`config.mk`:
```
export PLATFORM = sky130hd
export DESIGN_NAME = axi_stall_injector
export DESIGN_NICKNAME = d
export VERILOG_FILES = /design/src/rtl/tb_axi_pkg.sv /design/src/rtl/stall_gate.sv /design/src/rtl/axi_stall_injector.sv
export SDC_FILE = /design/constraint.sdc
export NUM_CORES = 1
export LEC_CHECK = 0
export CELL_PAD_IN_SITES_DETAIL_PLACEMENT = 2
export CELL_PAD_IN_SITES_GLOBAL_PLACEMENT = 2
export CORE_UTILIZATION = 31
export DETAILED_ROUTE_END_ITERATION = 16
export PLACE_DENSITY = 0.78
export SYNTH_ARGS = -nofsm -noshare
export SYNTH_HDL_FRONTEND = slang
export SYNTH_HIERARCHICAL = 1
export SYNTH_SLANG_ARGS = --single-unit
```
`constraint.sdc`:
```
create_clock -name clk -period 4 [get_ports clk]
set_clock_uncertainty 0.05 [all_clocks]
set_input_delay 0.8 -clock clk [delete_from_list [all_inputs] [get_ports clk]]
set_output_delay 0.8 -clock clk [all_outputs]
set_load 0.02 [all_outputs]
```
`src/rtl/tb_axi_pkg.sv`:
```
// Shared types for the AXI handshake stall injector: channel and mode encodings
// plus the Galois LFSR feedback mask.
package tb_axi_pkg;

  localparam int N_CHAN = 5;

  typedef enum logic [2:0] {AW, W, B, AR, R} chan_e;

  typedef enum logic [1:0] {PASS, RANDOM, BURST, FREEZE} mode_e;

  // Right-shifting Galois mask for x^16 + x^14 + x^13 + x^11 + 1.
  localparam logic [15:0] LFSR_TAP = 16'hB400;

endpackage

```
`src/rtl/stall_gate.sv`:
```
// Single-channel valid/ready throttle: decides per cycle whether a new valid may
// pass downstream, and holds any presented valid until the sink accepts it.
module stall_gate
  import tb_axi_pkg::*;
#(
  parameter int                LFSR_W = 16,
  parameter logic [LFSR_W-1:0] SEED   = 16'hACE1,
  parameter int                PROB_W = 11,
  parameter int                CNT_W  = 16
) (
  input  logic              clk,
  input  logic              rstn,
  input  logic [1:0]        cfg_mode,
  input  logic [PROB_W-1:0] cfg_prob,
  input  logic [CNT_W-1:0]  cfg_period,
  input  logic [CNT_W-1:0]  cfg_stall_len,
  input  logic [CNT_W-1:0]  cfg_max_stall,
  input  logic              src_valid,
  output logic              src_ready,
  output logic              dst_valid,
  input  logic              dst_ready,
  output logic [31:0]       stall_cnt
);

  localparam logic [LFSR_W-1:0] TAP = LFSR_W'(LFSR_TAP);

  // Handshake: dst_valid is asserted only for a valid source, and once asserted
  // it stays asserted (held) until dst_valid & dst_ready; src_ready mirrors that
  // transfer so the source never sees ready without an accepted beat.
  mode_e             mode;
  mode_e             mode_q;
  logic [LFSR_W-1:0] lfsr;
  logic [CNT_W-1:0]  phase;
  logic [CNT_W-1:0]  phase_eff;
  logic [CNT_W-1:0]  stall_run;
  logic              held;
  logic              gate_open;
  logic              capped;
  logic              open;
  logic              transfer;

  assign mode = mode_e'(cfg_mode);

  // A mode change restarts the burst phase in the very cycle it takes effect.
  assign phase_eff = (mode != mode_q) ? '0 : phase;
  assign capped    = (cfg_max_stall != '0) && (stall_run >= cfg_max_stall);

  always_comb begin
    gate_open = 1'b1;
    case (mode)
      PASS:    gate_open = 1'b1;
      RANDOM:  gate_open = (PROB_W'(lfsr[9:0]) < cfg_prob);
      BURST:   gate_open = (cfg_period == '0) || (phase_eff >= cfg_stall_len);
      FREEZE:  gate_open = 1'b0;
      default: gate_open = 1'b1;
    endcase
  end

  assign open      = gate_open | (capped & (mode != FREEZE));
  assign dst_valid = rstn & src_valid & (open | held);
  assign transfer  = dst_valid & dst_ready;
  assign src_ready = transfer;

  always_ff @(posedge clk or negedge rstn) begin
    if (!rstn) begin
      lfsr      <= SEED;
      mode_q    <= PASS;
      phase     <= '0;
      held      <= 1'b0;
      stall_run <= '0;
      stall_cnt <= '0;
    end else begin
      lfsr   <= lfsr[0] ? ((lfsr >> 1) ^ TAP) : (lfsr >> 1);
      mode_q <= mode;

      if ((cfg_period == '0) || (phase_eff >= cfg_period - 1'b1))
        phase <= '0;
      else
        phase <= phase_eff + 1'b1;

      if (transfer)
        held <= 1'b0;
      else if (dst_valid)
        held <= 1'b1;

      if (src_valid & ~open & ~held) begin
        if (stall_run != '1)
          stall_run <= stall_run + 1'b1;
      end else begin
        stall_run <= '0;
      end

      if (src_valid & ~transfer & ~(&stall_cnt))
        stall_cnt <= stall_cnt + 32'd1;
    end
  end

endmodule

```
`src/rtl/axi_stall_injector.sv`:
```
// AXI handshake throttle for M_COUNT ports x 5 channels (AW, W, B, AR, R);
// each channel gets an independent stall_gate with its own LFSR seed.
module axi_stall_injector
  import tb_axi_pkg::*;
#(
  parameter int                M_COUNT = 1,
  parameter int                LFSR_W  = 16,
  parameter logic [LFSR_W-1:0] SEED    = 16'hACE1,
  parameter int                PROB_W  = 11,
  parameter int                CNT_W   = 16
) (
  input  logic                                        clk,
  input  logic                                        rstn,
  input  logic [M_COUNT-1:0][N_CHAN-1:0][1:0]         cfg_mode,
  input  logic [M_COUNT-1:0][N_CHAN-1:0][PROB_W-1:0]  cfg_prob,
  input  logic [M_COUNT-1:0][N_CHAN-1:0][CNT_W-1:0]   cfg_period,
  input  logic [M_COUNT-1:0][N_CHAN-1:0][CNT_W-1:0]   cfg_stall_len,
  input  logic [M_COUNT-1:0][N_CHAN-1:0][CNT_W-1:0]   cfg_max_stall,
  input  logic [M_COUNT-1:0][N_CHAN-1:0]              src_valid,
  output logic [M_COUNT-1:0][N_CHAN-1:0]              src_ready,
  output logic [M_COUNT-1:0][N_CHAN-1:0]              dst_valid,
  input  logic [M_COUNT-1:0][N_CHAN-1:0]              dst_ready,
  output logic [M_COUNT-1:0][N_CHAN-1:0][31:0]        stall_cnt
);

  for (genvar m = 0; m < M_COUNT; m++) begin : g_port
    for (genvar c = 0; c < N_CHAN; c++) begin : g_chan
      // An all-zero state would lock the LFSR, so that one seed is replaced.
      localparam logic [LFSR_W-1:0] RAW_SEED = SEED ^ LFSR_W'(m * N_CHAN + c + 1);
      localparam logic [LFSR_W-1:0] CH_SEED  = (RAW_SEED == '0) ? LFSR_W'(1) : RAW_SEED;

      stall_gate #(
        .LFSR_W (LFSR_W),
        .SEED   (CH_SEED),
        .PROB_W (PROB_W),
        .CNT_W  (CNT_W)
      ) u_gate (
        .clk           (clk),
        .rstn          (rstn),
        .cfg_mode      (cfg_mode[m][c]),
        .cfg_prob      (cfg_prob[m][c]),
        .cfg_period    (cfg_period[m][c]),
        .cfg_stall_len (cfg_stall_len[m][c]),
        .cfg_max_stall (cfg_max_stall[m][c]),
        .src_valid     (src_valid[m][c]),
        .src_ready     (src_ready[m][c]),
        .dst_valid     (dst_valid[m][c]),
        .dst_ready     (dst_ready[m][c]),
        .stall_cnt     (stall_cnt[m][c])
      );
    end
  end

endmodule

```
### After elaboration in Yosys (flattened, before gate mapping)

Index checks and enable logic that the tools add are counted.

| operators by class | value |
|---|---|
| add/sub/neg operators | 20 |
| multipliers | 0 |
| div/mod/pow operators | 0 |
| $lt $le $gt $ge | 20 |
| equal/unequal tests | 35 |
| shift-type cells | 0 |
| multiplexer cells | 40 |
| bitwise gates (word level) | 75 |
| reductions and logical operators | 40 |

Operator list:

| operator | number |
|---|---|
| 16-bit 2-to-1 mux | 25 |
| 16-bit >= comparator | 15 |
| 16-bit by 1-bit adder with 16-bit output (second input constant) | 10 |
| 32-bit by 1-bit adder with 32-bit output (second input constant) | 5 |
| 32-bit AND reduction | 5 |
| 16-bit zero test | 5 |
| 16-bit != test (second input constant) | 5 |
| 16-bit nonzero test | 5 |
| 16-bit by 1-bit subtractor with 16-bit output (second input constant) | 5 |
| 10-bit by 11-bit less-than comparator with 1-bit output | 5 |
| 1-bit bitwise AND | 40 |
| 2-bit equality test (second input constant) | 10 |
| 2-bit != test (second input constant) | 10 |
| 1-bit NOT | 20 |
| 3-bit NOT with 4-bit output | 5 |
| 1-bit case mux with 4 select lines | 5 |
| 2-bit by 1-bit equality test with 1-bit output (second input constant) | 5 |
| 2-bit zero test | 5 |
| 1-bit logical OR | 10 |
| 1-bit 2-to-1 mux | 10 |
| 2-bit != test | 5 |
| 1-bit bitwise OR | 10 |
| 2-bit nonzero test | 5 |
| 1-bit logical AND | 5 |

| word-level totals | value |
|---|---|
| bits in registers | 415 |
| bits in latches | 0 |
| bits in writable memories | 0 |
| memory bits (read-only) | 0 |
| input bits | 317 |
| output and inout bits | 170 |
| logic and storage cells | 260 |
| memories kept | 0 |

### Logic depth before layout (Yosys ltp)

Gate-level depths: netlist of the first run.

| depth | value |
|---|---|
| word-level depth | 12 |
| gate-level depth with buffers | 16 |

### By module

The synthesis of the first run kept the hierarchy.

By module, submodules not included:

| module | times used | cells an instance | area an instance (µm²) | sequential area each (µm²) |
|---|---|---|---|---|
| stall_gate at g_port[0].g_chan[1].u_gate ... | 2 | 588 | 5,699.2 | 2,088.3 |
| stall_gate at g_port[0].g_chan[4].u_gate | 1 | 588 | 5,698.0 | 2,087.0 |
| stall_gate at g_port[0].g_chan[0].u_gate | 1 | 588 | 5,696.7 | 2,085.8 |
| stall_gate at g_port[0].g_chan[2].u_gate | 1 | 560 | 5,347.6 | 2,087.0 |

### Worst setup path after synthesis of the first run

Ideal clock, no wire load.

| path | value |
|---|---|
| path kind | input-to-output |
| from | input port cfg_mode[0] (netlist name) |
| to | output port dst_valid[0] (netlist name) |
| arrival time | 3.409 ns |
| data required time | 3.150 ns |
| slack | -0.259 ns |
| stages | 12 |
| buffers on the path | 2 |
| path through | xnor2_1 buf_2 clkbuf_1 and3_1 ha_1 and4_1 a21oi_2 a21boi_1 a311o_1 o211a_1 or3_2 and3_1 |

RTL lines:

| item | RTL line | text |
|---|---|---|
| from (decl) | axi_stall_injector.sv:14 | `input logic [M_COUNT-1:0][N_CHAN-1:0][1:0] cfg_mode,` |
| to (decl) | axi_stall_injector.sv:21 | `output logic [M_COUNT-1:0][N_CHAN-1:0] dst_valid,` |

==> summary by stage, run 1 <==
Clock network
The number of H-tree branching levels is 2. Clock tree synthesis found a total of about 420 sinks. TritonCTS built the clock tree. Clock-pin slew was measured on the worst setup and hold paths at about 0.060 ns.

The number of hold buffers added after CTS is 0. The clock reaches the later pin of the worst-skew pair after 0.61 ns. CTS placed an instance of clkbuf_16 at the clock tree root. In this run, CTS created clock tree buffers numbering 53. The number of buffers on the longest clock path is 3.

Logic synthesis
The fraction of synthesized area in multiplexers is 0.5558%. The number of nets in the synthesized netlist is 3,524. The synthesized netlist contains 80 unique library cells.

Yosys mapped a number of flops with a built-in enable equal to 0. The synthesized-area fraction occupied by xor and xnor cells is a little under an eighth. The synthesized netlist devotes 6.660% of its cell area to compound gates. Synthesis inferred 415 register bits.

Of the synthesized area, sequential elements account for a little under two fifths. The instance count of the mapped netlist is 2,912. For this run, the number of Yosys warnings is 6. In the synthesized netlist the async set-or-reset flop fraction comes to 100.0%. Averaged over all synthesized cells, the footprint is around 9.7 sq um. The synthesized cell area is 28,140 sq um.

The most common flop cell mapped by yosys is dfrtp_1. The synthesized-area fraction occupied by and/or/nand/nor cells is between 20% and 30%. The largest family of logic cells by synthesized area is simple AND/OR/NAND/NOR gates. The fraction of the mapped netlist area in adder cells is 13.44%.

Pwr
Dividing total power by cell area gives a power density of 314.2 nW/um^2. The peak supply drop is 343.2 uV. Summed over all cells, the static leakage comes to roughly 0.018 uW.

Job
The tool flagged a number of max-cap violations equal to 0.

Setup path
The cell with the largest stage delay on the worst path is dfrtp_1. The setup check on the worst reg-to-reg path leaves a slack of 0.08 ns. The depth of the worst register-to-register path is 15. The cell with the most instances on the worst path is buf_12. The worst setup path is captured at a primary output. The endpoint identified for the worst register-to-register timing path is g_port[0].g_chan[1].u_gate/stall_cnt[28]$_DFFE_PN0P_.

By startpoint and endpoint, the worst setup path is classified as reg2out. The critical path goes through xnor2_4 > buf_12 > buf_12 > and3_1 > ha_1 > nand4_1 > nor2_2 > a21boi_1 > a311o_1 > o211a_4 > or3_4 > and3_4 > buf_6. The critical path contains buffers and inverters numbering 3 combined. The largest single stage delay on the critical path is 0.43 ns. The required time of the worst setup path is 3.15 ns. The worst register-to-register path begins at g_port[0].g_chan[1].u_gate/mode_q[0]$_DFF_PN0_. Among cell families on the critical path, the largest total delay comes from simple AND/OR/NAND/NOR gates. The data arrival time of the critical path is 3.58 ns. The largest fanout on the critical path is 6. The launching element type of the critical path is a register.

Floorplan
After floorplanning, the core was sized to cover 90,010 sq um. The die boundary height is between 300 and 400 um. Once the floorplan was initialized, standard cells occupied 31.26% of the core. For this design the top-level I/O count stands at 487. The die covers between 90,000 and 100,000 sq um. From left edge to right edge, the die measures 303.3 um. The floorplan has between 100 and 150 rows.

STA
The final setup violation count is 10. The hold violation count in the final report was 0. The worst slack on hold paths is 0.06606 ns.

The final critical path takes up 110.8% of the cycle. Setup repair after global routing could not meet its margin everywhere. Adding up every negative setup slack in the final design gives -3.466 ns. The fmax is 225.6 MHz. The final period demand of the worst path is 4.433 ns. The pin slew with the least headroom to its limit is 1.041 ns. In the post-route analysis, the smallest setup slack over all paths is -0.4325 ns.

The number of max-slew violations in the final report is 0. The tightest slew margin relative to the limit is around 30%.

Layout
The number of fillers in the final layout is 9,502. Of the cells placed in the final design, the portion with a size suffix greater than 1 is between 20% and 30%. The most common library cell in the layout ignoring fill and taps is clkdlybuf4s50_1. The area overhead of the layout relative to synthesis is 41.73%. The top cell types in the final layout, fill and taps aside, are 465 x clkdlybuf4s50_1, 374 x dfrtp_1, 342 x buf_4. The post-layout net count is roughly 4,400.

Place
The final weighted congestion in routability-driven placement is approximately 0.85. Port buffering added 486 buffers. After legalization and detailed placement, the total HPWL measured 83,870 um.

Global route
The initial antenna violation count came to 14. The wire length of the first global-routing pass is 174,600 um. Global routing used about a quarter of the available tracks. The maximum number of pins on one net before global-route repair is 78. The number of global-route vias before repair is 29,630. The residual overflow from global routing is 0.

Detailed routing
The DRC violation total after the first TritonRoute iteration is 889. Across all layers, the routed design uses roughly 26,000 vias. Using the TritonRoute via totals, the vias-per-cell ratio works out to 5.210. The residual DRC count is 0. In the final routed layout, each cell accounts on average for about 23 um. The count of TritonRoute iterations in the first routing pass is 5. The routed design has around 120,000 um of wire. The remaining antenna violation count after routing is 0.

Min path
In this run the worst hold path is classified as in2async.

Run status
The flow ran to the end, but the final reports show violations. The final reports fail on setup timing.
area by class of cell:
type / count / area [sq um] / area share (%)
Timing Repair Buffer: 862 / 7954 / 19.94
Clock buffer: 85 / 1568 / 3.931
Sequential cell: 415 / 10440 / 26.17
Multi-Input combinational cell: 2164 / 17340 / 43.48
Antenna cell: 14 / 35.03 / 0.08784
Clock inverter: 14 / 118.9 / 0.2980
Tap cell: 1176 / 1471 / 3.689
Inverter: 256 / 960.9 / 2.409
where the power goes:
part / internal (uW) / total (uW) / switching [uW]
logic: 1420 / 2940 / 1520
clock network: 2740 / 4730 / 1980
registers: 4490 / 4870 / 378
routing by layer:
layer | up-vias | GRT usage [%] | share of wire, %
met5 | - | 0 | 0.020
met4 | 4 | 10.54 | 4.6
met3 | 258 | 3.677 | 4.0
met2 | 542 | 44.61 | 51
met1 | 13260 | 27.79 | 40
li1 | 11910 | - | -
through the flow:
| step | cell area, sq um | power [uW] | worst slack (ns) | std cells | utilization, % |
|---|---|---|---|---|---|
| after floorplan | 28390 | 6056 | 0.07457 | 2912 | - |
| after global placement | 36700 | 7561 | -1.467 | 4833 | 40.77 |
| after detailed placement | 36700 | 7665 | -1.645 | 4833 | 40.77 |
| after CTS | 39580 | 12670 | -0.4825 | 4964 | 43.98 |
| after global routing | 39880 | 13100 | -0.5499 | 4986 | 44.31 |
| final | 39880 | 12530 | -0.4325 | 4986 | 44.31 |
worst max path at each step:
stage	slack, ns	endpoint	cells after the start	start
global route	-0.55	dst_valid[3]	13	g_port[0].g_chan[3].u_gate/mode_q[1]$_DFF_PN0_
floorplan	0.07	dst_valid[0]	12	cfg_mode[0]
CTS	-0.48	dst_valid[3]	13	g_port[0].g_chan[3].u_gate/mode_q[1]$_DFF_PN0_
detailed placement	-1.64	dst_valid[3]	13	cfg_mode[6]
global placement	-1.47	dst_valid[3]	13	cfg_mode[6]
finish	-0.43	dst_valid[3]	13	g_port[0].g_chan[3].u_gate/mode_q[0]$_DFF_PN0_
registers in the layout (all words and copies together) (netlist names):
name                            count
g_port.g_chan.u_gate/held           5
g_port.g_chan.u_gate/lfsr          80
g_port.g_chan.u_gate/mode_q        10
g_port.g_chan.u_gate/phase         80
g_port.g_chan.u_gate/stall_cnt    160
g_port.g_chan.u_gate/stall_run     80
synth_stat cells, drive strengths merged (15+ instances only):
library cell,count,area [sq um]
a21o,36,275.3
a21oi,104,550.5
and2,20,130.1
and3,142,898.4
and4,21,186.4
buf,50,421.7
clkbuf,27,141.4
dfrtp,374,9359
dfstp,41,1077
ha,295,3691
inv,256,960.9
nand2,189,711.9
nand2b,38,267.8
nand3,121,615.6
nand4,110,713.2
nor2,243,917.1
nor2b,15,93.84
nor3,103,720.7
nor3b,29,237.7
nor4,103,1001
o21ai,41,205.2
or3,16,110.1
xnor2,175,1563
xor2,201,1760
cell families (layout without fill, tap and decap cells):
group | after synthesis | after routing
flip-flops | 415 | 415
multiplexers | 15 | 15
other | 0 | 14
XOR/XNOR | 376 | 376
buffers and inverters | 333 | 1217
AND/OR/NAND/NOR | 1196 | 1196
AO/OA/AOI/OAI | 273 | 273
adder cells (fa/ha/maj) | 304 | 304
worst reg2reg max path: stages (launching register included):
cell,delay [ns]
dfrtp_1,0.43
xnor2_4,0.26
buf_12,0.17
and3_4,0.22
ha_4,0.22
a21o_2,0.23
o21ai_2,0.13
a21boi_1,0.10
a311o_1,0.29
o211a_1,0.23
buf_4,0.13
buf_4,0.12
buf_4,0.13
o311a_4,0.39
or4b_4,0.58
xnor2_2,0.14
what timing repair did:
action,4_1_cts,5_1_grt
cloned,5,2
resized for setup,226,43
hold endpoints to repair,0,0
buffers inserted,29,7
setup endpoints to repair,101,23
pin swaps,43,26
Power figures use the tool's default switching activity.
==> inputs of run 2 (changes only) <==
CORE_UTILIZATION = 34   (was 31)
PLACE_DENSITY = 0.81   (was 0.78)
TNS_END_PERCENT = 20   (was not set)
clock period = 4.7 ns   (was 4 ns; I/O delays follow)
==> summary by stage, run 2 (same netlist as run 1, synthesis figures left out) <==
Run status
The run finished, with violations left. The final reports fail on setup timing.

STA
The final setup violation count is 7. The pin slew with the least headroom to its limit is roughly 1 ns. Setup repair after global routing could not meet its margin everywhere. The hold violation count in the final report is 0. The routed design could run at a clock period as short as 4.773 ns. After layout, the worst setup slack is -0.07285 ns. Static timing analysis puts the maximum clock frequency at 209.5 MHz. The share of the cycle needed by the critical path after routing is 101.5%. The number of max-slew violations in the final report is 0. Measured against its own limit, the worst slew margin works out to 33.50%.

Layout
The number of fillers in the final layout is 8,550. The post-route netlist has 19.65% of its cells at a drive strength greater than 1. The area growth from synthesis to layout is 37.41%.

The most common library cell in the layout ignoring fill and taps is clkdlybuf4s50_1. The top cell types in the final layout, fill and taps aside, are 464 x clkdlybuf4s50_1, 372 x dfrtp_1, 270 x ha_1. For this run, the post-layout net count is approximately 4,300.

The register with the most flip-flops in the layout has 160 of them. Counting flops per register, the top entry is g_port.g_chan.u_gate/stall_cnt. Summing all non-filler instances in the final layout gives an area of about 39,000 sq um.

Setup path
The critical path endpoint category is a primary output. The largest fanout on the critical path is 4. The startpoint-to-endpoint class of the critical path is in2out. Counting cells, the worst reg-to-reg path comes to 17.

The capture point of the worst reg-to-reg path is g_port[0].g_chan[0].u_gate/stall_cnt[29]$_DFFE_PN0P_. For the worst setup path, the data arrival time is roughly 3.8 ns. The launching element type of the critical path is an input pin. The setup slack of the most critical reg-to-reg path is 0.56 ns. The launch point of the worst reg-to-reg path is g_port[0].g_chan[0].u_gate/mode_q[0]$_DFF_PN0_.

For the worst setup path, the data required time is 3.71 ns.

Floorplan
The die outline width is around 290 um. The I/O pin count is 487. The site row count is 105. For this configuration, the core starts out at a cell density of 34.33%. The die is 289.7 um tall. In this run the standard cell core region covers 81,980 sq um. The die covers around 84,000 sq um.

Global route
The total global-route track usage is 27.84%. The wire length of the first global-routing pass is 181,900 um. The global-route met3 utilization is 4.804%. Global routing finished with a remaining overflow of 0. The initial antenna violation count came to 8. For met1 alone, demand over resource in global routing was 31.68%.

In the global route stage, met2 resource usage came out at 51.17%. The number of global-route vias before repair is about 30,000. Entering global routing, the biggest net connects around 150 pins. The most crowded layer after global routing is met2.

Detailed routing
The first routing iteration left 1,209 violations. For this run, design rule violations remaining after detail routing come to 0. The final wirelength is 128,000 um.

The remaining antenna violation count after routing is 0. The average wire per cell in the routed design is approximately 27 um. The total via count in the routed design is around 27,000. In the routed layout, each cell is associated on average with a via count of 5.582. The pre-antenna-repair detailed-routing pass consisted of 5 iterations.

Place
Detailed placement finished with a half-perimeter wire length of roughly 80,000 um. Before CTS, the worst setup slack after placement is -1.072 ns. The count of input and output buffers is 486. The placed standard-cell area is 35,720 sq um.

The final weighted congestion in routability-driven placement is 0.8589.

Pwr
The reported leakage power is 0.01795 uW. In this run the power density over the cells is 279.9 nW/um^2. The switching component of the power is ~3400 uW. The sequential share of power is 38.3%. The relative contribution of combinational cells to total power is 23.0%. The share of power burned in the clock network is 38.6%.

The peak supply drop is 354.4 uV. The internal cell power is 7398 uW. The switching part of the total is 31.65%.

Clock network
After clock tree synthesis, the clock-pin slew on the worst setup and hold paths is roughly 0.070 ns. The number of H-tree branching levels is 2. The number of clock buffers inserted by TritonCTS is 50. For the worst-skew pair, the clock arrives at the later sink with an insertion delay of 0.61 ns. The number of buffers on the longest clock path is 3. The tree built by TritonCTS fans out to 415 sinks.

Clock tree synthesis selected as its root buffer the cell clkbuf_16. Hold repair after CTS inserted 0 buffers. The CTS tree is yes.

Job
The max-capacitance violation count is 0.

Min path
The path type of the worst min-delay path is in2async.
run 2: critical path: stages:
cell	delay, ns
clkdlybuf4s15_2	0.21
xnor2_2	0.15
buf_4	0.15
buf_2	0.14
and3_1	0.20
ha_1	0.34
nand4_1	0.12
nor2_1	0.07
a21boi_2	0.17
a311o_1	0.32
o211a_4	0.30
or3_4	0.34
and3_4	0.19
buf_6	0.12
run 2: metrics by stage:
stage | instances | power [uW] | util [%] | hold slack (ns) | setup TNS (ns)
after detailed placement | 4637 | 6457 | 43.57 | 0.2895 | -18.45
after global routing | 4771 | 11210 | 47.16 | 0.1711 | -0.7612
after floorplan | 2912 | 5125 | - | 0.2830 | 0
final | 4773 | 10820 | 47.17 | 0.1780 | -0.3394
after global placement | 4637 | 6353 | 43.57 | 0.2859 | -8.439
after CTS | 4748 | 10760 | 46.69 | 0.1687 | -0.09248
run 2: routing by layer:
layer,routed length [um],up-vias
met3,6236,415
met4,7138,0
met2,65380,875
li1,-,11690
met5,0,-
met1,49230,13660
run 2: cell type report:
type	count	area (sq um)	area share, %
clock inverters	18	261.5	0.6763
repair buffers	770	7122	18.42
flip-flops and latches	415	10440	27.00
diodes	8	20.02	0.05177
inverters	256	960.9	2.485
multi-input cells	2164	17110	44.25
clock buffers	72	1415	3.660
well taps	1070	1339	3.462
run 2: what timing repair did:
item,in CTS,in global routing
cloned,7,1
resized for setup,223,55
setup endpoints to repair,10,10
setup buffers,14,16
pin swaps,44,37
run 2: how the worst max path moves through the flow:
| stage | start | to | slack (ns) |
|---|---|---|---|
| after global routing | g_port[0].g_chan[4].u_gate/mode_q[0]$_DFF_PN0_ | dst_valid[4] | -0.14 |
| final | cfg_mode[9] | dst_valid[4] | -0.07 |
| after floorplan | cfg_mode[0] | dst_valid[0] | 0.16 |
| after detailed placement | cfg_mode[6] | dst_valid[3] | -1.07 |
| after global placement | cfg_mode[6] | dst_valid[3] | -0.96 |
| after CTS | cfg_mode[4] | dst_valid[2] | -0.04 |
run 2: power by group through the flow:
stage / Sequential [uW] / Clock, uW / Combinational, uW
2_1_floorplan: 4380 / 0 / 749
3_3_place_gp: 4180 / 0 / 2180
3_5_place_dp: 4190 / 0 / 2260
4_1_cts: 4150 / 4220 / 2390
5_1_grt: 4190 / 4390 / 2640
6_report: 4150 / 4180 / 2490
==> inputs of run 3 (changes only) <==
SLEW_MARGIN = 20   (was not set)
==> summary by stage, run 3 (same netlist as run 1, synthesis figures left out) <==
Run status
The flow ran to the end, but the final reports show violations. The final reports fail on setup timing.

Global route
The residual overflow from global routing is 0. Global routing used 27.84% of the available tracks across all layers. The wire length of the first global-routing pass is 181,900 um. The maximum number of pins on one net before global-route repair is between 100 and 150. The initial antenna violation count was 8. The number of global-route vias before repair is 30,210.

Setup path
Measured in cells, the most critical reg-to-reg path has a length of 17. The number of buffers and inverters on the critical path is 4. STA classifies the critical path endpoint as a primary output. The launching element type of the critical path is an input pin.

For this design, the slowest cell found on the critical path is ha_1. Traced cell by cell, the critical path runs through clkdlybuf4s15_2 > xnor2_2 > buf_4 > buf_2 > and3_1 > ha_1 > nand4_1 > nor2_1 > a21boi_2 > a311o_1 > o211a_4 > or3_4 > and3_4 > buf_6. The largest fanout on the critical path is 4.

The largest stage delay on the critical path is around 0.34 ns. The cell family contributing the most delay on the critical path is simple AND/OR/NAND/NOR gates. Data on the critical path is required at its endpoint by 3.71 ns.

Data arrives at the worst endpoint at 3.78 ns. Counting buffers and inverters, the worst setup path is 14 cells deep. The startpoint-to-endpoint class of the critical path is in2out.

Place
Once detailed placement completed, the half-perimeter wirelength came to 81,350 um. Input and output buffers added on the ports amount to roughly 490. The placed standard-cell area is 35,720 sq um.

The worst setup slack after placement is -1.072 ns. The final weighted congestion in routability-driven placement is approximately 0.86.

STA
Based on the critical path, the design can be clocked at up to 209.7 MHz. Setup repair after global routing could not meet its margin everywhere. The final setup violation count is 7. The hold violation count in the final report is 0. The smallest clock period supported by the final layout is computed as approximately 4.8 ns. The pin slew with the least headroom to its limit is roughly 0.85 ns. The worst slack on hold paths is approximately 0.17 ns. Setup slack on the critical path of the routed design comes to -0.06852 ns. The tightest slew margin relative to the limit is ~43%.

The number of max-slew violations in the final report is 0. The share of the cycle needed by the critical path after routing is 101.5%.

Detailed routing
The average wire per cell in the routed design is 26.79 um. Summing over every cut layer, the via total after detailed routing is 26,580. The via-per-instance ratio is between 5 and 6.

The first routing iteration left 1,179 violations. For this run, the detailed router's first-pass iteration total came to 5. After detailed routing, the met2 layer carries 65,450 um of wire. Wires add up to between 100,000 and 150,000 um.

Signal routing reaches up to met4. For this run, design rule violations remaining after detail routing come to 0. The remaining antenna violation count after routing is 0.

The length of routed met3 wiring is between 6000 and 7000 um. The detailed router put a total of between 40,000 and 50,000 um of wire on met1.

Layout
The area overhead of the layout relative to synthesis is 37.50%. The final cell utilization of the core is 47.20%. The flip-flop count of the largest register after layout is 160.

The filler cells instantiated in the layout total 8,544. Counting flops per register, the top entry is g_port.g_chan.u_gate/stall_cnt. Leaving out fill and tap cells, the most frequent cell in the layout is clkdlybuf4s50_1. Of the cells placed in the final design, the portion with a size suffix greater than 1 is 19.67%. The finished cells cover 38,690 sq um. The post-layout net count is about 4,300. Leaving out fill and tap cells, the most frequent cells in the layout are 464 x clkdlybuf4s50_1, 372 x dfrtp_1, 270 x ha_1.

Pwr
The sum of internal, switching and leakage power is between 10,000 and 15,000 uW. In this run the power spent charging and discharging nets is 3428 uW. The reported leakage power is 0.01796 uW. The internal cell power is 7401 uW.

Sequential cells burn around two fifths of the power. Power spread over the standard cell area amounts to 279.8 nW/um^2. The share of power burned in the clock network is 38.6%. The relative contribution of combinational cells to total power is 23.0%.

Of the total power, the share spent switching nets is 31.65%. The peak supply drop is 355.1 uV.

Floorplan
The starting utilization of the core area is 34.33%. The initialized floorplan defines 105 standard-cell rows. about 500 I/O pins were placed. The area of the die is 83,920 sq um.

The die boundary height is 289.7 um. The die is 289.7 um wide. After floorplanning, the core was sized to cover 81,980 sq um.

Clock network
TritonCTS created 50 clock buffers. The longest clock path from root to sink contains 3 buffers. The count of clock tree sinks is 415. In this run the number of H-tree levels came out at 2. The source-to-sink clock delay at the later pin of the worst-skew pair is 0.61 ns.

The root buffer cell is clkbuf_16. In this run, post-CTS hold repair placed 0 buffers. The CTS tree is yes.

The clock slew seen by the registers of the worst setup and hold paths is 0.08 ns.

Job
Max-cap violations in this run came to 0.

Min path
The path type of the worst min-delay path is in2async.
[run 3: cell types whose count changed in the layout (fill, tap and decap cells not counted), sizes merged]
cell / delta
buf: +1
[run 3: what timing repair did]
| action | in CTS | in global routing |
|---|---|---|
| endpoints found under the setup margin | 10 | 10 |
| resized for setup | 223 | 55 |
| pin swaps | 44 | 37 |
| buffers inserted | 14 | 16 |
| cloned | 7 | 1 |
[run 3: area by class of cell]
class / instances / area [sq um] / area share, %
Antenna cell: 8 / 20.02 / 0.05174
Clock buffer: 72 / 1415 / 3.657
Clock inverter: 18 / 261.5 / 0.6758
Inverter: 256 / 960.9 / 2.483
Multi-Input combinational cell: 2164 / 17110 / 44.22
Sequential cell: 415 / 10440 / 26.98
Tap cell: 1070 / 1339 / 3.460
Timing Repair Buffer: 771 / 7149 / 18.48
[run 3: final timing paths]
kind,slack [ns],from,end
max,-0.07,cfg_mode[9],dst_valid[4]
min,0.17,rstn,g_port[0].g_chan[4].u_gate/phase[0]$_DFF_PN0_
max reg2reg,0.56,g_port[0].g_chan[0].u_gate/mode_q[0]$_DFF_PN0_,g_port[0].g_chan[0].u_gate/stall_cnt[29]$_DFFE_PN0P_
min reg2reg,0.30,g_port[0].g_chan[0].u_gate/lfsr[12]$_DFF_PN0_,g_port[0].g_chan[0].u_gate/lfsr[11]$_DFF_PN1_
max in group asynchronous,2.56,rstn,g_port[0].g_chan[2].u_gate/lfsr[13]$_DFF_PN1_
min in group clk,0.30,g_port[0].g_chan[0].u_gate/lfsr[12]$_DFF_PN0_,g_port[0].g_chan[0].u_gate/lfsr[11]$_DFF_PN1_
[run 3: worst register-to-register path, stage by stage (launching register included)]
cell,delay (ns)
dfrtp_1,0.42
xnor2_4,0.24
buf_6,0.18
buf_4,0.18
nand3_2,0.12
ha_1,0.29
nand2b_1,0.16
a21oi_1,0.19
maj3_2,0.23
o21bai_1,0.09
o211a_1,0.28
buf_4,0.16
buf_4,0.12
buf_4,0.12
o311a_4,0.36
buf_4,0.22
nor4_2,0.41
xor2_1,0.24
[run 3: power by group through the flow]
| stage | clock [uW] | sequential, uW | combinational, uW |
|---|---|---|---|
| final | 4180 | 4150 | 2490 |
| after global placement | 0 | 4180 | 2180 |
| after CTS | 4220 | 4150 | 2390 |
| after floorplan | 0 | 4380 | 749 |
| after detailed placement | 0 | 4190 | 2260 |
| after global routing | 4390 | 4190 | 2640 |
[run 3: routing by layer]
| metal | global-route usage, % | up-vias |
|---|---|---|
| met4 | 11.16 | 0 |
| met1 | 31.68 | 13620 |
| li1 | - | 11700 |
| met5 | 0 | - |
| met3 | 4.804 | 410 |
| met2 | 51.17 | 848 |
[run 3: per-stage QoR]
| stage | setup TNS (ns) | cells |
|---|---|---|
| 6_report | -0.3307 | 4774 |
| 5_1_grt | -0.7612 | 4772 |
| 4_1_cts | -0.09248 | 4748 |
| 3_5_place_dp | -18.45 | 4637 |
| 3_3_place_gp | -8.439 | 4637 |
| 2_1_floorplan | 0 | 2912 |
